$ cat src/rtl/alu.sv
// 8-bit combinational ALU for the execute stage; result is valid in the same cycle.
// RESET forces Out to zero asynchronously; CLK is present for integration only.
module alu (
  input  logic       CLK,
  input  logic       RESET,
  input  logic [7:0] IN_A,
  input  logic [7:0] IN_B,
  input  logic [3:0] ALU_Op_Code,
  output logic [7:0] Out
);

  typedef enum logic [3:0] {
    OP_ADD  = 4'h0,
    OP_SUB  = 4'h1,
    OP_MUL  = 4'h2,
    OP_SHL  = 4'h3,
    OP_SHR  = 4'h4,
    OP_INCA = 4'h5,
    OP_INCB = 4'h6,
    OP_DECA = 4'h7,
    OP_DECB = 4'h8,
    OP_EQ   = 4'h9,
    OP_GT   = 4'hA,
    OP_LT   = 4'hB
  } op_t;

  logic [7:0] result;
  logic       unused_clk;

  // No clocked state in this revision; the clock is kept only so the port list matches the datapath.
  assign unused_clk = CLK;

  // Each arm reads only the operands it needs, so X on an unused operand cannot leak into Out.
  always_comb begin
    result = 8'h00;
    case (ALU_Op_Code)
      OP_ADD:  result = IN_A + IN_B;
      OP_SUB:  result = IN_A - IN_B;
      OP_MUL:  result = IN_A * IN_B;
      OP_SHL:  result = {IN_A[6:0], 1'b0};
      OP_SHR:  result = {1'b0, IN_A[7:1]};
      OP_INCA: result = IN_A + 8'd1;
      OP_INCB: result = IN_B + 8'd1;
      OP_DECA: result = IN_A - 8'd1;
      OP_DECB: result = IN_B - 8'd1;
      OP_EQ:   result = {7'b0, IN_A == IN_B};
      OP_GT:   result = {7'b0, IN_A > IN_B};
      OP_LT:   result = {7'b0, IN_A < IN_B};
      default: result = 8'h00;
    endcase
  end

  assign Out = RESET ? 8'h00 : result;

endmodule

$ cat config.mk
export PLATFORM = sky130hd
export DESIGN_NAME = alu
export DESIGN_NICKNAME = d
export VERILOG_FILES = /design/src/rtl/alu.sv
export SDC_FILE = /design/constraint.sdc
export NUM_CORES = 1
export LEC_CHECK = 0
export CORE_UTILIZATION = 48
export DETAILED_ROUTE_END_ITERATION = 8
export MAX_ROUTING_LAYER = met4
export PLACE_DENSITY = 0.7
export SLEW_MARGIN = 40
export SYNTH_ARGS = -nofsm -noshare
export SYNTH_HDL_FRONTEND = slang
export SYNTH_SLANG_ARGS = --single-unit
export TNS_END_PERCENT = 100
$ cat constraint.sdc
create_clock -name vclk -period 20.2
set_input_delay 6.06 -clock vclk [all_inputs]
set_output_delay 6.06 -clock vclk [all_outputs]
set_load 0.005 [all_outputs]
==> results list, run 1 <==
* Outcome: finished, final reports clean
- Post-Syn Area: 2479 um^2
- Crit path DAT: 11.33 ns
- Path type of the worst min-delay path: in -> out
- Via count of the first global-routing pass: 2235
- # setup viols final: 0
- Across the run, the number of max-cap violations was 0.
* FMAX: 57.50 MHz
* Shortest clock period the worst path allows after layout: 17.39 ns
* Filler instances: 500
- On the final layout, the worst hold slack is 13.36 ns.
- The clock buffers instantiated in the layout total 0.
- For this design the ratio of total power to cell area is 33.71 nW/um^2.
- Postcts setup bufs: 0
- Area of the multi-input gates: 2243 um^2
- In this design, the stage delay of the slowest critical-path cell is 0.90 ns.
* Standard cell core area: 4848 um^2
- Post-cts resize count: 0
- For this block, the routed nets add up to 6.785 mm of wire.
* Die Footprint: 5455 um^2
- Antenna violation net count after detailed routing: 0
- Summing over every cut layer, the via total after detailed routing is 2420.
- Using the TritonRoute via totals, the vias-per-cell ratio works out to 5.803.
- In the routed design, unresolved DRC markers number 0.
* Hold path depth: 4
- Entering global routing, the biggest net connects 16 pins.
- For the pin with the worst max-slew slack, the measured transition is 0.7513 ns.
- Headroom to the max-slew limit: 49.49%
* Die boundary height: 73.86 um
- Synth Warn #: 0
- Required time worst endpoint: 14.14 ns
* Final Core Density: 57.55%
- Buffers placed on the I/O ports in this run total 29.
- The worst setup path is of the in -> out kind.
- Weighted congestion reported at the end of routability-driven placement: 0.9093
- Once placement finished, the instance area stood at 2790 um^2.
- The initial antenna violation count was 0.
- Number of iterations in the first detailed-routing pass: 5
- Summed over all cells, the static leakage comes to 1.305 nW.
* First DRT Iteration DRCs: 210
- Nature of the critical path startpoint: input port
- The synthesized design spends more area on one cell type than any other, namely sky130_fd_sc_hd__ha_1.
* Hold Crit Endpoint: Out[5]
- Flip-flop and latch count: 0
- Total number of placement rows: 25
* FF/Latch Area: 0 um^2
* Mapped Cells: 335
- Share of the yosys chip area belonging to registers: 0%
* Global-route wire length before repair: 10.90 mm
* Number of library cell types mapped by synthesis: 50
* Detailed placement HPWL: 5.436 mm
- Share of layout cells above drive strength 1: 2.857%
- Compared with the post-synthesis result, the final layout area differs by 12.57%.
- Summed over its instances, the top area cell type makes up 21.20% of the synthesized netlist area.
* Slowest stage cell on the critical path: sky130_fd_sc_hd__clkdlybuf4s50_1
* Average size of a mapped cell: 7.399 um^2
- Endpoint kind of the worst setup timing path: output pin
* Critical path peak fanout: 14
* Count of hold-fix buffers inserted at cts: 0
- Antenna cells: 0
- The final critical path takes up 86.10% of the cycle.
- For this configuration, the core starts out at a cell density of 51.12%.
* Worst IR drop on VDD: 16.30 uV
* Cell breakdown of the critical path: clkdlybuf4s50_1, nand2_1, fa_1, fa_1, inv_1, fa_1, inv_1, fa_1, inv_1, ha_1, a21oi_1, xnor3_1, xnor3_1, a22oi_2, a41oi_2, clkdlybuf4s50_1
- The number of failing hold endpoints at the final stage is 0.
- The number of max-slew violations in the final report is 0.
- Synthesized netlist net count: 414
* Launch instance of the worst min-delay path: RESET
- Final sum of negative setup slack: 0 ns
- Top-level I/O count: 30
- For this run, the total global-route usage over all layers was measured as 26.71%.
- Summed over all layers, the global routing overflow is 0.
- After detailed routing, the average wire length per cell comes to 16.27 um.
- In the final design database the tool counted 431 nets.
* Ranking of synthesized cells by area: sky130_fd_sc_hd__ha_1 21%, sky130_fd_sc_hd__fa_1 12%, sky130_fd_sc_hd__xnor2_1 7.1%
- Critical path's most frequent cell: sky130_fd_sc_hd__fa_1
- Power Total: 0.09405 mW
- Setup repair after global routing left no endpoint under its margin.
- After routing the design area is 2790 um^2.
- Floorplan die width: 73.86 um
-- cell usage after synthesis (3+ instances only) --
master,instances
sky130_fd_sc_hd__inv_1,44
sky130_fd_sc_hd__ha_1,42
sky130_fd_sc_hd__nand2_1,34
sky130_fd_sc_hd__nor2_1,24
sky130_fd_sc_hd__xnor2_1,20
sky130_fd_sc_hd__a21oi_1,16
sky130_fd_sc_hd__fa_1,15
sky130_fd_sc_hd__o21ai_0,15
sky130_fd_sc_hd__nor3_1,11
sky130_fd_sc_hd__xor2_1,10
sky130_fd_sc_hd__a21o_1,8
sky130_fd_sc_hd__and2_1,8
sky130_fd_sc_hd__clkbuf_1,8
sky130_fd_sc_hd__a31oi_1,7
sky130_fd_sc_hd__a22oi_1,6
sky130_fd_sc_hd__buf_2,5
sky130_fd_sc_hd__or3_1,5
sky130_fd_sc_hd__a211oi_1,4
sky130_fd_sc_hd__and3_1,4
sky130_fd_sc_hd__nand2b_1,4
sky130_fd_sc_hd__a222oi_1,3
sky130_fd_sc_hd__nand3_1,3
sky130_fd_sc_hd__nor2b_1,3
-- worst max-delay path by stage --
stage,start,end,slack [ns],depth (start not counted)
6_report,IN_A[1],Out[7],2.81,16
5_1_grt,IN_A[1],Out[7],2.62,16
4_1_cts,IN_A[1],Out[7],2.79,16
3_5_place_dp,IN_A[1],Out[7],2.83,16
3_3_place_gp,IN_A[1],Out[7],2.86,16
2_1_floorplan,IN_A[1],Out[7],4.44,15
-- cells in the final DEF (no fill, tap or decap), drive strengths merged, types with 3 or more instances in the layout --
| cell type | count |
|---|---|
| a211oi | 4 |
| a21o | 8 |
| a21oi | 16 |
| a222oi | 3 |
| a22oi | 7 |
| a31oi | 7 |
| and2 | 9 |
| and3 | 4 |
| clkdlybuf4s50 | 29 |
| fa | 15 |
| ha | 42 |
| inv | 44 |
| nand2 | 35 |
| nand2b | 4 |
| nand3 | 3 |
| nor2 | 24 |
| nor2b | 3 |
| nor3 | 12 |
| nor4 | 3 |
| o21ai | 15 |
| or3 | 5 |
| xnor2 | 22 |
| xor2 | 10 |
-- layer usage --
layer	global-route usage [%]	part of all wire, %	wire length, um
met5	-	0	0
met4	3.205	1.5	102
met3	0.5487	5.2	354
met2	45.26	47	3159
met1	36.54	47	3170
-- critical path, delay by kind of cell --
kind | cells | cell delay, ns
compound gates | 3 | 0.49
xor+xnor | 2 | 0.64
fa+ha+maj | 5 | 2.35
buf+inv | 5 | 1.58
simple gates | 1 | 0.19
-- stage by stage --
stage	worst slack (ns)	cells
floorplan	4.441	335
global placement	2.856	417
detailed placement	2.830	417
CTS	2.792	417
global route	2.619	417
finish	2.808	417
-- power by group --
part | total [mW] | internal (mW) | switching, mW
Combinational | 0.0941 | 0.0442 | 0.0499
Sequential | 0 | 0 | 0
Clock | 0 | 0 | 0
-- cell type report --
type                       instances  area share (%)
inverter                          44           5.919
multi-input combinational        276           80.40
tap                               67           3.004
timing repair buffer              30           10.67
-- cell families after synthesis --
logic type                 synth area share [%]
xor gates and xnor gates                  13.73
and+or+nand+nor                           22.92
adders and majority gates                 33.32
muxes                                    0.8077
AOI/OAI and AO/OA                         19.74
buffers and inverters                     9.490
No activity file was read; power rests on OpenSTA's default activity.
==> inputs of run 2 (changes only) <==
- clock period: 20.2 -> 17.7 ns (I/O delays scaled with it)
==> run 2 against run 1 <==
Final cell count unchanged. Utilization unchanged. Critical path depth unchanged. Worst hold slack got worse by 1.5 ns. Via count decreased by 1.5%. Die area unchanged. Final area unchanged. Sequential share of layout area unchanged. Wire length decreased by 0.66%.
==> results list, run 2 (synthesis gave the netlist of run 1 again) <==
- Post-cts resize count: 0 (unchanged)
- The total negative setup slack came to 0 ns (unchanged).
- Endpoint kind of the worst setup timing path: output pin (unchanged)
- Share of power burned in combinational logic: 100.0% (about the same)
* Number of iterations in the first detailed-routing pass: 4 (was 5)
- Leading cell type in the layout, fill and taps excluded: sky130_fd_sc_hd__inv_1 (unchanged)
- The post-detailed-placement cell area is 2790 um^2 (unchanged).
* Worst IR drop on VDD: 19.33 uV (was 16.30 uV)
* Total number of placement rows: 25 (unchanged)
- The initial standard-cell utilization of the core is 51.12% (unchanged).
- The flip-flop and latch count was 0 (unchanged).
- RSZ-0062 raised after global routing: no (unchanged).
* FF/Latch Area: 0 um^2 (unchanged)
- For this run, the top clock speed supported by timing is 63.01 MHz.
* Power Total: 0.1069 mW (was 0.09405 mW)
- DR vias/cell: 5.715 (was 5.803)
* Area of all placed cells without fillers: 2790 um^2 (unchanged)
- The power dissipated by switching net loads is 0.05678 mW (was 0.04990 mW).
- Final Core Density: 57.55% (unchanged)
* Crit path DAT: 10.56 ns (was 11.33 ns)
- Final non-filler cell total: 417 (unchanged)
* Floorplan die width: 73.86 um (unchanged)
- Sequential fraction of design power: 0% (about the same)
* Global-route wire length before repair: 10.86 mm (was 10.90 mm)
- Nets: 431 (unchanged)
- The final estimated routing congestion in global placement is 0.9094 (was 0.9093).
- Via count of the first global-routing pass: 2317 (was 2235)
* Clock buffer instance count of the final layout: 0 (unchanged)
- The fraction of final layout cells sized beyond drive strength 1 was 2.857% (unchanged).
- The post-CTS setup buffer count is 0 (unchanged).
- The part of the power in the clock network is 0% (about the same).
- Outcome: finished, final reports clean (unchanged)
* Area delta synth->final: 12.57% (unchanged)
- The switching fraction of total power came to 53.13% (was 53.05%).
- The I/O pin count was 30 (unchanged).
* Nature of the critical path startpoint: input port (unchanged)
* Count of hold-fix buffers inserted at cts: 0 (unchanged)
- The cell count after placement is 417 (unchanged).
- Pin count of the biggest net entering global routing: 16 (unchanged)
- The count of filler cells inserted in the layout was 513 (was 500).
* Worst Tran Pin Value: 0.7192 ns (was 0.7513 ns)
- Cell-internal power: 0.05009 mW (was 0.04415 mW)
- Headroom to the max-slew limit: 51.66% (was 49.49%)
- Detailed placement HPWL: 5.425 mm (was 5.436 mm)
- The number of failing hold endpoints at the final stage is 0 (unchanged).
- The die span in y came to 73.86 um (unchanged).
- Antenna cells: 0 (unchanged)
- Path type of the worst min-delay path: in -> out (unchanged)
* Overall via count from detail_route: 2383 (was 2420)
- Shortest clock period the worst path allows after layout: 15.87 ns
- After layout, the worst path uses 89.67% of the clock period.
- The tightest hold margin was 11.86 ns (was 13.36 ns).
- The antenna violation net count after detailed routing came to 0 (unchanged).
- The combined area of the multi-input logic cells is 2243 um^2 (unchanged).
* Most frequent cells in the layout: 44 x sky130_fd_sc_hd__inv_1, 42 x sky130_fd_sc_hd__ha_1, 34 x sky130_fd_sc_hd__nand2_1 (unchanged)
- Number of max-cap violations: 0 (unchanged)
* Port bufs: 29 (unchanged)
* First DRT Iteration DRCs: 151 (was 210)
* Critical path peak fanout: 14 (unchanged)
* Leakage dissipation: 1.305 nW (unchanged)
- The critical path data required time came to 12.39 ns (was 14.14 ns).
- # setup viols final: 0 (unchanged)
- Total power density per cell area: 38.30 nW/um^2 (was 33.71 nW/um^2)
- DP Worst Slack: 1.834 ns (was 2.830 ns)
- The detailed-route wire length was 6.740 mm (was 6.785 mm).
- The initial antenna violation count came to 0 (unchanged).
- The aggregate global-route resource usage is 26.60% (was 26.71%).
- The die outline area is 5455 um^2 (unchanged).
- The core box area came to 4848 um^2 (unchanged).
- Setup CP Type: in -> out (unchanged)
- Overflow after GRT: 0 (unchanged)
* DR WL/cell: 16.16 um (was 16.27 um)
- Drt drc: 0 (unchanged)
* Worst-case setup margin in the final layout: 1.829 ns (was 2.808 ns)
- The number of max-slew violations in the final report is 0 (unchanged).
==> run 2: cell counts in the layout (fill, tap and decap cells not counted) <==
Identical to the previous run, type by type.
==> run 2: cell type report <==
class / instances / area share, %
inverters: 44 / 5.919
multi-input cells: 276 / 80.40
repair buffers: 30 / 10.67
well taps: 67 / 3.004
==> run 2: critical path: stages <==
cell and delay, ns:
sky130_fd_sc_hd__clkdlybuf4s50_1 0.91, sky130_fd_sc_hd__nand2_1 0.17, sky130_fd_sc_hd__fa_1 0.48, sky130_fd_sc_hd__fa_1 0.55, sky130_fd_sc_hd__inv_1 0.05, sky130_fd_sc_hd__fa_1 0.47
sky130_fd_sc_hd__inv_1 0.05, sky130_fd_sc_hd__fa_1 0.53, sky130_fd_sc_hd__inv_1 0.06, sky130_fd_sc_hd__ha_1 0.32, sky130_fd_sc_hd__a21oi_1 0.20, sky130_fd_sc_hd__xnor3_1 0.24
sky130_fd_sc_hd__xnor3_1 0.39, sky130_fd_sc_hd__a22oi_2 0.08, sky130_fd_sc_hd__a41oi_2 0.20, sky130_fd_sc_hd__clkdlybuf4s50_1 0.53
==> run 2: power by group through the flow <==
stage | logic [mW] | registers, mW | clock network (mW)
floorplan | 0.0784 | 0 | 0
global placement | 0.103 | 0 | 0
detailed placement | 0.106 | 0 | 0
CTS | 0.107 | 0 | 0
global route | 0.119 | 0 | 0
finish | 0.107 | 0 | 0
==> run 2: worst paths after layout <==
kind,slack (ns),cells after the start,endpoint,start
min,11.86,4,Out[0],RESET
max,1.83,16,Out[7],IN_A[1]
==> run 2: metal layers <==
| metal | up-vias | track usage, % | wire (um) |
|---|---|---|---|
| met3 | 10 | 1.235 | 384 |
| met1 | 1104 | 35.07 | 3028 |
| li1 | 1184 | - | - |
| met2 | 85 | 45.57 | 3212 |
| met5 | - | - | 0 |
| met4 | 0 | 4.487 | 114 |
